$ cat config.mk
export PLATFORM = sky130hd
export DESIGN_NAME = btb_sched
export DESIGN_NICKNAME = d
export VERILOG_FILES = /design/src/rtl/btb_sched_pkg.sv /design/src/rtl/btb_upd_fifo.sv /design/src/rtl/btb_sched.sv
export SDC_FILE = /design/constraint.sdc
export NUM_CORES = 1
export LEC_CHECK = 0
export ABC_AREA = 1
export CAP_MARGIN = 20
export CORE_MARGIN = 1
export CORE_UTILIZATION = 50
export DETAILED_ROUTE_END_ITERATION = 6
export PLACE_DENSITY = 0.75
export REMOVE_ABC_BUFFERS = 1
export SYNTH_ARGS = -nofsm -noshare
export SYNTH_HDL_FRONTEND = slang
export SYNTH_SLANG_ARGS = --single-unit
$ cat constraint.sdc
create_clock -name clk -period 7.95 [get_ports clk]
set_input_delay 1.59 -clock clk [delete_from_list [all_inputs] [get_ports clk]]
set_output_delay 1.59 -clock clk [all_outputs]
set_load 0.02 [all_outputs]
$ cat src/rtl/btb_sched_pkg.sv
// Shared definitions for the BTB port scheduler: default sizes, FSM
// state encoding and the layout of one queued BTB update.
package btb_sched_pkg;

  localparam int BTB_SIZE_DEF   = 64;
  localparam int UPD_QDEPTH_DEF = 4;

  typedef enum logic [0:0] {
    ST_IDLE  = 1'b0,
    ST_SWEEP = 1'b1
  } btb_state_e;

  typedef struct packed {
    logic [31:0] pc;
    logic [31:0] target;
    logic        taken;
  } btb_upd_t;

endpackage

$ cat src/rtl/btb_upd_fifo.sv
// Update queue for resolved branches. Entries leave in arrival order.
// A push and a pop in the same cycle leave the occupancy unchanged, and
// clear drops every queued entry (used when a full BTB flush starts).
module btb_upd_fifo
  import btb_sched_pkg::*;
#(
  parameter int DEPTH = UPD_QDEPTH_DEF
) (
  input  logic                     clk,
  input  logic                     reset,
  input  logic                     clear,
  input  logic                     push,
  input  btb_upd_t                 push_data,
  input  logic                     pop,
  output btb_upd_t                 head,
  output logic                     full,
  output logic                     empty,
  output logic [$clog2(DEPTH):0]   count
);

  localparam int PW = $clog2(DEPTH);
  localparam int CW = PW + 1;
  localparam logic [CW-1:0] DEPTH_C = CW'(DEPTH);

  btb_upd_t        mem_q [DEPTH];
  btb_upd_t        mem_d [DEPTH];
  logic [PW-1:0]   wr_ptr_q, wr_ptr_d;
  logic [PW-1:0]   rd_ptr_q, rd_ptr_d;
  logic [CW-1:0]   count_q, count_d;
  logic            push_ok;
  logic            pop_ok;

  assign full  = (count_q == DEPTH_C);
  assign empty = (count_q == {CW{1'b0}});
  assign count = count_q;
  assign head  = mem_q[rd_ptr_q];

  // Next-state for storage, pointers and occupancy; clear wins over push/pop.
  always_comb begin
    mem_d    = mem_q;
    wr_ptr_d = wr_ptr_q;
    rd_ptr_d = rd_ptr_q;
    count_d  = count_q;
    push_ok  = push && !full;
    pop_ok   = pop && !empty;
    if (clear) begin
      wr_ptr_d = {PW{1'b0}};
      rd_ptr_d = {PW{1'b0}};
      count_d  = {CW{1'b0}};
    end else begin
      if (push_ok) begin
        mem_d[wr_ptr_q] = push_data;
        wr_ptr_d        = wr_ptr_q + PW'(1);
      end else begin
        wr_ptr_d = wr_ptr_q;
      end
      if (pop_ok) begin
        rd_ptr_d = rd_ptr_q + PW'(1);
      end else begin
        rd_ptr_d = rd_ptr_q;
      end
      case ({push_ok, pop_ok})
        2'b10:   count_d = count_q + CW'(1);
        2'b01:   count_d = count_q - CW'(1);
        default: count_d = count_q;
      endcase
    end
  end

  // Pointer and occupancy registers; the queue restarts empty on reset.
  always_ff @(posedge clk or posedge reset) begin
    if (reset) begin
      wr_ptr_q <= {PW{1'b0}};
      rd_ptr_q <= {PW{1'b0}};
      count_q  <= {CW{1'b0}};
    end else begin
      wr_ptr_q <= wr_ptr_d;
      rd_ptr_q <= rd_ptr_d;
      count_q  <= count_d;
    end
  end

  // Entry storage; contents are meaningless until written, so no reset.
  always_ff @(posedge clk) begin
    mem_q <= mem_d;
  end

endmodule

$ cat src/rtl/btb_sched.sv
// Arbitrates the single BTB port between fetch lookups, queued branch
// updates from execute, and a full-table invalidation sweep.
// Fetch normally owns the port; queued updates use it when fetch is idle
// or when the queue is full. A sweep writes every entry back to zero, one
// per cycle, and stalls fetch while it runs.
module btb_sched
  import btb_sched_pkg::*;
#(
  parameter int SIZE   = BTB_SIZE_DEF,
  parameter int QDEPTH = UPD_QDEPTH_DEF
) (
  input  logic                      clk,
  input  logic                      reset,
  input  logic                      fetch_valid,
  input  logic [31:0]               fetch_pc,
  input  logic                      res_valid,
  input  logic [31:0]               res_pc,
  input  logic [31:0]               res_target,
  input  logic                      res_taken,
  output logic                      res_ready,
  input  logic                      flush_req,
  output logic                      flush_busy,
  output logic                      fetch_stall,
  output logic                      btb_en,
  output logic [31:0]               btb_pc,
  output logic [31:0]               btb_target,
  output logic                      btb_taken,
  output logic [$clog2(QDEPTH):0]   q_count
);

  localparam int IW = $clog2(SIZE);
  localparam logic [IW-1:0] LAST_IDX = IW'(SIZE - 1);

  btb_state_e    state_q, state_d;
  logic [IW-1:0] sweep_idx_q, sweep_idx_d;

  logic          q_push;
  logic          q_pop;
  logic          q_clear;
  btb_upd_t      q_in;
  btb_upd_t      q_head;
  logic          q_full;
  logic          q_empty;

  assign q_in = '{pc: res_pc, target: res_target, taken: res_taken};

  btb_upd_fifo #(
    .DEPTH (QDEPTH)
  ) u_fifo (
    .clk       (clk),
    .reset     (reset),
    .clear     (q_clear),
    .push      (q_push),
    .push_data (q_in),
    .pop       (q_pop),
    .head      (q_head),
    .full      (q_full),
    .empty     (q_empty),
    .count     (q_count)
  );

  // Port arbitration, queue control and FSM next-state. Port outputs never
  // depend on res_*: those only feed the queue push.
  always_comb begin
    state_d     = state_q;
    sweep_idx_d = sweep_idx_q;
    btb_en      = 1'b0;
    btb_pc      = fetch_pc;
    btb_target  = 32'h0000_0000;
    btb_taken   = 1'b0;
    fetch_stall = 1'b0;
    flush_busy  = 1'b0;
    res_ready   = 1'b0;
    q_push      = 1'b0;
    q_pop       = 1'b0;
    q_clear     = 1'b0;
    case (state_q)
      ST_IDLE: begin
        res_ready = !q_full;
        q_push    = res_valid && !q_full;
        if (!q_empty && (!fetch_valid || q_full)) begin
          btb_en      = 1'b1;
          btb_pc      = q_head.pc;
          btb_target  = q_head.target;
          btb_taken   = q_head.taken;
          fetch_stall = fetch_valid;
          q_pop       = 1'b1;
        end else begin
          btb_en      = 1'b0;
          btb_pc      = fetch_pc;
          fetch_stall = 1'b0;
          q_pop       = 1'b0;
        end
        // A resolution accepted this cycle is dropped by the clear too.
        if (flush_req) begin
          state_d     = ST_SWEEP;
          sweep_idx_d = {IW{1'b0}};
          q_clear     = 1'b1;
        end else begin
          state_d     = ST_IDLE;
          q_clear     = 1'b0;
        end
      end
      ST_SWEEP: begin
        btb_en      = 1'b1;
        btb_pc      = {{(30 - IW){1'b0}}, sweep_idx_q, 2'b00};
        btb_target  = 32'h0000_0000;
        btb_taken   = 1'b0;
        fetch_stall = 1'b1;
        flush_busy  = 1'b1;
        res_ready   = 1'b0;
        if (sweep_idx_q == LAST_IDX) begin
          state_d     = ST_IDLE;
          sweep_idx_d = {IW{1'b0}};
        end else begin
          state_d     = ST_SWEEP;
          sweep_idx_d = sweep_idx_q + IW'(1);
        end
      end
      default: begin
        state_d     = ST_IDLE;
        sweep_idx_d = {IW{1'b0}};
      end
    endcase
  end

  // FSM state and sweep index; reset aborts any sweep in progress.
  always_ff @(posedge clk or posedge reset) begin
    if (reset) begin
      state_q     <= ST_IDLE;
      sweep_idx_q <= {IW{1'b0}};
    end else begin
      state_q     <= state_d;
      sweep_idx_q <= sweep_idx_d;
    end
  end

endmodule

==> flow_summary.json, run 1 <==
{
  "drive_gt1_frac": 0.0536,
  "synth_edf_count": 260,
  "num_vias": 7269,
  "hold_slack_ns": 0.559,
  "fill_cells": 1682,
  "grt_pass1_wl_um": 36300,
  "antenna_cells": 0,
  "synth_area_per_cell_sq_um": 12.5,
  "post_cts_buffers": 0,
  "cts-root-buf": "clkbuf_16",
  "routedWlPerCell_um": 17.6,
  "postRouteWirelength_um": 23700,
  "grtUsageTotal": 0.209,
  "gp_congestion": 0.827,
  "crit_start": "fetch_valid",
  "rrSetupSlack_ns": 4.59,
  "cts_tree": "done",
  "clk_path_buf_depth": 3,
  "syn_inst": 888,
  "fmax_mhz": 180,
  "drcViolationCount": 0,
  "nets": 1154,
  "die_y_um": 151,
  "end_kind": "primary output",
  "ys_seq_area_frac": 0.736,
  "grt_pass1_vias": 6870,
  "status": "complete, no violations",
  "synth_seq_cells": 274,
  "cts_sinks": 274,
  "crit_type": "in2out",
  "routed_via_density": 5.41,
  "relSlewSlack": 0.289,
  "synth_ff_type": "edfxtp_1",
  "hold_class": "reg2reg",
  "drt-initial-drc-count": 478,
  "rows": 54,
  "holdBufCountCts": 0,
  "finalMaxSlewViolations": 0,
  "worstPathArrival_ns": 3.98,
  "dpl.hpwl_um": 13400,
  "insertion_delay_ns": 0.51,
  "path_clk_slew_ns": 0.06,
  "yosys.cell_types.count": 29,
  "ant_nets": 0,
  "worstSetupStartpointType": "input port",
  "die_w_um": 151,
  "antenna_found_initial": 1,
  "r2r_start": "state_q",
  "dp_cells": 1297,
  "cts_buffers": 27,
  "die_area_sq_um": 22800,
  "postCtsResizedCells": 0,
  "ir_worst_vdd_mv": 0.176,
  "rsz0062_at_grt": "false",
  "setup-violations-final": 0,
  "grt_max_degree": 97,
  "power_density_nw_per_um2": 273,
  "min_from": "sweep_idx_q[1]",
  "layout_worst_path_cycle_share": 0.701,
  "synthesis.area_sq_um": 11100,
  "io_buffers": 173,
  "final_cells": 1344,
  "min_period_ns": 5.57,
  "io_pins": 174,
  "maxCapViolations": 0,
  "final_cell_mix": "edfxtp_1, nor2_1, clkdlybuf4s50_1",
  "critical_path.max_fanout": 35,
  "final_common_cell": "edfxtp_1",
  "initial_utilization": 0.509,
  "tns_ns": 0,
  "core_area_sq_um": 21800,
  "gr-total-overflow": 0,
  "required_ns": 6.36,
  "worst_pin_slew_ns": 1.06,
  "first_pass_iters": 5,
  "async_flop_share": 0.0511,
  "yosysWarnings": 0,
  "skew_ns": 0.00741,
  "finalHoldViolCount": 0,
  "h-tree-depth": 1,
  "leakagePower_nw": 4.61,
  "area_delta_synth_final_pct": 24.1
}
-- power breakdown --
| part | internal, mW | switching [mW] |
|---|---|---|
| Combinational | 0.358 | 0.590 |
| Clock | 0.621 | 0.485 |
| Sequential | 1.63 | 0.0656 |
| Total | 2.61 | 1.14 |
-- cell families (layout without fill, tap and decap cells) --
family,Yosys count,in the layout,synth area share
buffers and inverters,72,248,0.0317
DFF,274,274,0.736
AOI/OAI and AO/OA,239,239,0.119
xor gates and xnor gates,3,3,0.00237
and+or+nand+nor,294,294,0.104
adders and majority gates,6,6,0.00745
-- synth_stat cells, drive strengths merged (5+ instances only) --
cell type | instances | share of area
edfxtp | 260 | 0.70
nor2 | 210 | 0.072
o21ai | 166 | 0.075
nand2 | 69 | 0.024
buf | 38 | 0.020
a21oi | 36 | 0.017
o22a | 26 | 0.021
inv | 18 | 0.0061
clkbuf | 15 | 0.0051
dfrtp | 14 | 0.032
nand3 | 11 | 0.0054
o22ai | 6 | 0.0034
ha | 5 | 0.0056
-- state kept, by name (all words and copies together), names as in the netlist --
signal and count:
state_q 1, sweep_idx_q 6, u_fifo.count 3, u_fifo.mem_q 260
u_fifo.rd_ptr_q 2, u_fifo.wr_ptr_q 2
-- per-stage QoR --
stage | utilization | area [sq um] | power (mW) | setup WS, ns
CTS | 0.632 | 13700 | 3.78 | 2.35
floorplan | - | 10800 | 2.29 | 2.26
finish | 0.632 | 13700 | 3.75 | 2.38
detailed placement | 0.597 | 13000 | 2.68 | 2.36
global placement | 0.597 | 13000 | 2.66 | 2.41
global route | 0.632 | 13700 | 3.94 | 2.18
-- routing by layer --
metal  track usage  part of all wire  up-vias
li1              -                 -     3515
met1         0.286              0.44     3529
met2         0.351              0.49      201
met3        0.0361             0.062       24
met4        0.0455             0.012        0
met5             0                 0        -
-- final cells by class --
class	count	area, sq um	area share
well taps	280	350	0.0255
repair buffers	182	1800	0.131
clock buffers	36	709	0.0516
multi-input cells	542	2600	0.189
clock inverters	11	50.0	0.00364
inverters	19	73.8	0.00537
flip-flops and latches	274	8160	0.594
-- final timing paths --
path | to | cells after the start
min in group asynchronous | sweep_idx_q[2] | 2
worst min-delay path | sweep_idx_q[1] | 2
max in group asynchronous | u_fifo.rd_ptr_q[0] | 2
worst max-delay path | btb_pc[23] | 8
worst max register to register | u_fifo.mem_q[20] | 4
worst min register to register | sweep_idx_q[1] | 2
-- worst max-delay path, cell delays in order --
cell and delay [ns]:
clkdlybuf4s50_1 0.48, inv_1 0.05, o21ai_0 0.09, nand2_2 0.13, nand2_2 0.46, buf_4 0.46, o21ai_1 0.14, clkdlybuf4s50_1 0.55
No activity file was read; power rests on OpenSTA's default activity.
==> inputs of run 2 (changes only) <==
CORE_UTILIZATION = 48   (was 50)
clock period = 4.7 ns   (was 7.95 ns; I/O delays follow)
==> flow_summary.json, run 2 (synthesis results as in run 1) <==
{
  "maxCapViolations": 0,
  "crit_top_cell": "clkdlybuf4s50_1",
  "top_register": "u_fifo.mem_q",
  "fmax_mhz": 250,
  "holdBufCountCts": 0,
  "postRouteWirelength_um": 23700,
  "ant_nets": 0,
  "hold_class": "reg2reg",
  "critPathTopFamily": "buffers and inverters",
  "gr-total-overflow": 0,
  "final_cell_mix": "edfxtp_1, nor2_1, clkdlybuf4s50_1",
  "dpl.hpwl_um": 13500,
  "drcViolationCount": 0,
  "grt_max_degree": 131,
  "first_pass_iters": 5,
  "postCtsResizedCells": 0,
  "cp.buffers_inverters": 4,
  "fill_cells": 1772,
  "reg2reg_depth": 4,
  "status": "complete, no violations",
  "intPower_mw": 4.55,
  "worstPathArrival_ns": 3.05,
  "cts_buffers": 27,
  "min_period_ns": 3.99,
  "relSlewSlack": 0.339,
  "die_w_um": 154,
  "cts_tree": "done",
  "holdPathStages": 1,
  "nets": 1160,
  "rows": 55,
  "rsz0062_at_grt": "false",
  "insertion_delay_ns": 0.51,
  "gp_congestion": 0.845,
  "crit_type": "in2out",
  "required_ns": 3.76,
  "cts_sinks": 274,
  "p_comb_frac": 0.253,
  "routed_via_density": 5.35,
  "largest_reg_flops": 260,
  "drive_gt1_frac": 0.0645,
  "worstPathCellList": "clkdlybuf4s50_1 > inv_1 > o21ai_0 > nand2_2 > nor2_4 > buf_12 > a22oi_1 > nand2_1 > clkdlybuf4s50_1",
  "finalHoldViolCount": 0,
  "leakagePower_nw": 4.69,
  "end_kind": "primary output",
  "die_y_um": 154,
  "clk_path_buf_depth": 3,
  "layout_worst_path_cycle_share": 0.850,
  "final_common_cell": "edfxtp_1",
  "max_stage_delay_ns": 0.59,
  "critical_path.max_fanout": 17,
  "finalMaxSlewViolations": 0,
  "switchingPower_mw": 1.95,
  "switching_share": 0.300,
  "grt_pass1_vias": 7124,
  "skew_ns": 0.00887,
  "num_vias": 7254,
  "power_frac_clock": 0.311,
  "dp_cells": 1308,
  "antenna_found_initial": 0,
  "seqPwrFrac": 0.436,
  "io_pins": 174,
  "core_area_sq_um": 22600,
  "worstSetupStartpointType": "input port",
  "slowest_stage": "clkdlybuf4s50_1",
  "path_clk_slew_ns": 0.06,
  "final_cells": 1356,
  "routedWlPerCell_um": 17.5,
  "drt-initial-drc-count": 428,
  "h-tree-depth": 1,
  "fin_util": 0.616,
  "crit_cells": 9,
  "ir_worst_vdd_mv": 0.322,
  "die_area_sq_um": 23700,
  "grt_pass1_wl_um": 37100,
  "worst_pin_slew_ns": 0.991,
  "power_density_nw_per_um2": 466,
  "initial_utilization": 0.490,
  "grtUsageTotal": 0.201,
  "area_delta_synth_final_pct": 25.8,
  "io_buffers": 173,
  "setup-violations-final": 0,
  "cts-root-buf": "clkbuf_16",
  "post_cts_buffers": 0
}
==> run 2: cell types whose count changed in the layout (fill, tap and decap cells not counted), sizes merged <==
cell      delta
clkinv       +1
buf          +6
clkbuf       -7
diode        +1
clkinvlp     +2
inv          +2
bufinv       +2
==> run 2: per-stage QoR <==
| step | TNS (ns) | worst slack (ns) | hold slack (ns) | power (mW) | area [sq um] |
|---|---|---|---|---|---|
| 2_1_floorplan | -15.02 | -0.339 | 0.490 | 3.87 | 10800 |
| 3_3_place_gp | 0 | 0.727 | 0.531 | 4.49 | 13100 |
| 3_5_place_dp | 0 | 0.692 | 0.539 | 4.54 | 13100 |
| 4_1_cts | 0 | 0.691 | 0.549 | 6.56 | 13900 |
| 5_1_grt | 0 | 0.528 | 0.586 | 6.83 | 13900 |
| 6_report | 0 | 0.705 | 0.551 | 6.50 | 13900 |
==> run 2: final timing paths <==
check	slack [ns]	endpoint	from
worst max-delay path	0.71	btb_pc[5]	fetch_valid
worst min-delay path	0.55	sweep_idx_q[2]	sweep_idx_q[2]
min in group asynchronous	0.79	sweep_idx_q[2]	reset
worst max register to register	2.18	u_fifo.mem_q[208]	state_q
worst min register to register	0.55	sweep_idx_q[2]	sweep_idx_q[2]
max in group asynchronous	3.46	u_fifo.rd_ptr_q[0]	reset
==> run 2: cell type report <==
| cell class | instances | area, sq um | share of cell area |
|---|---|---|---|
| flip-flops and latches | 274 | 8160 | 0.585 |
| well taps | 285 | 357 | 0.0256 |
| multi-input cells | 542 | 2600 | 0.187 |
| clock inverters | 18 | 156 | 0.0112 |
| repair buffers | 188 | 1910 | 0.137 |
| clock buffers | 29 | 683 | 0.0490 |
| diodes | 1 | 2.50 | 0.000179 |
| inverters | 19 | 73.8 | 0.00529 |
==> run 2: per-layer routing <==
metal  GRT usage  up-vias  part of all wire
met1       0.258     3502              0.44
met2       0.354      195              0.49
met4      0.0543        0             0.018
li1            -     3520                 -
met5           0        -                 0
met3      0.0347       37             0.052
==> run 2: worst register-to-register path, stage by stage (launching register included) <==
cell	delay, ns
dfrtp_1	0.60
a21oi_1	0.32
nand3_1	0.43
nor2_4	0.21
buf_4	0.56
==> run 2: power groups by stage <==
stage               Clock [mW]  Sequential, mW  Combinational (mW)
floorplan                    0            2.98               0.882
global placement             0            2.88                1.61
detailed placement           0            2.88                1.66
CTS                       2.06            2.83                1.66
global route              2.15            2.85                1.83
finish                    2.02            2.84                1.64
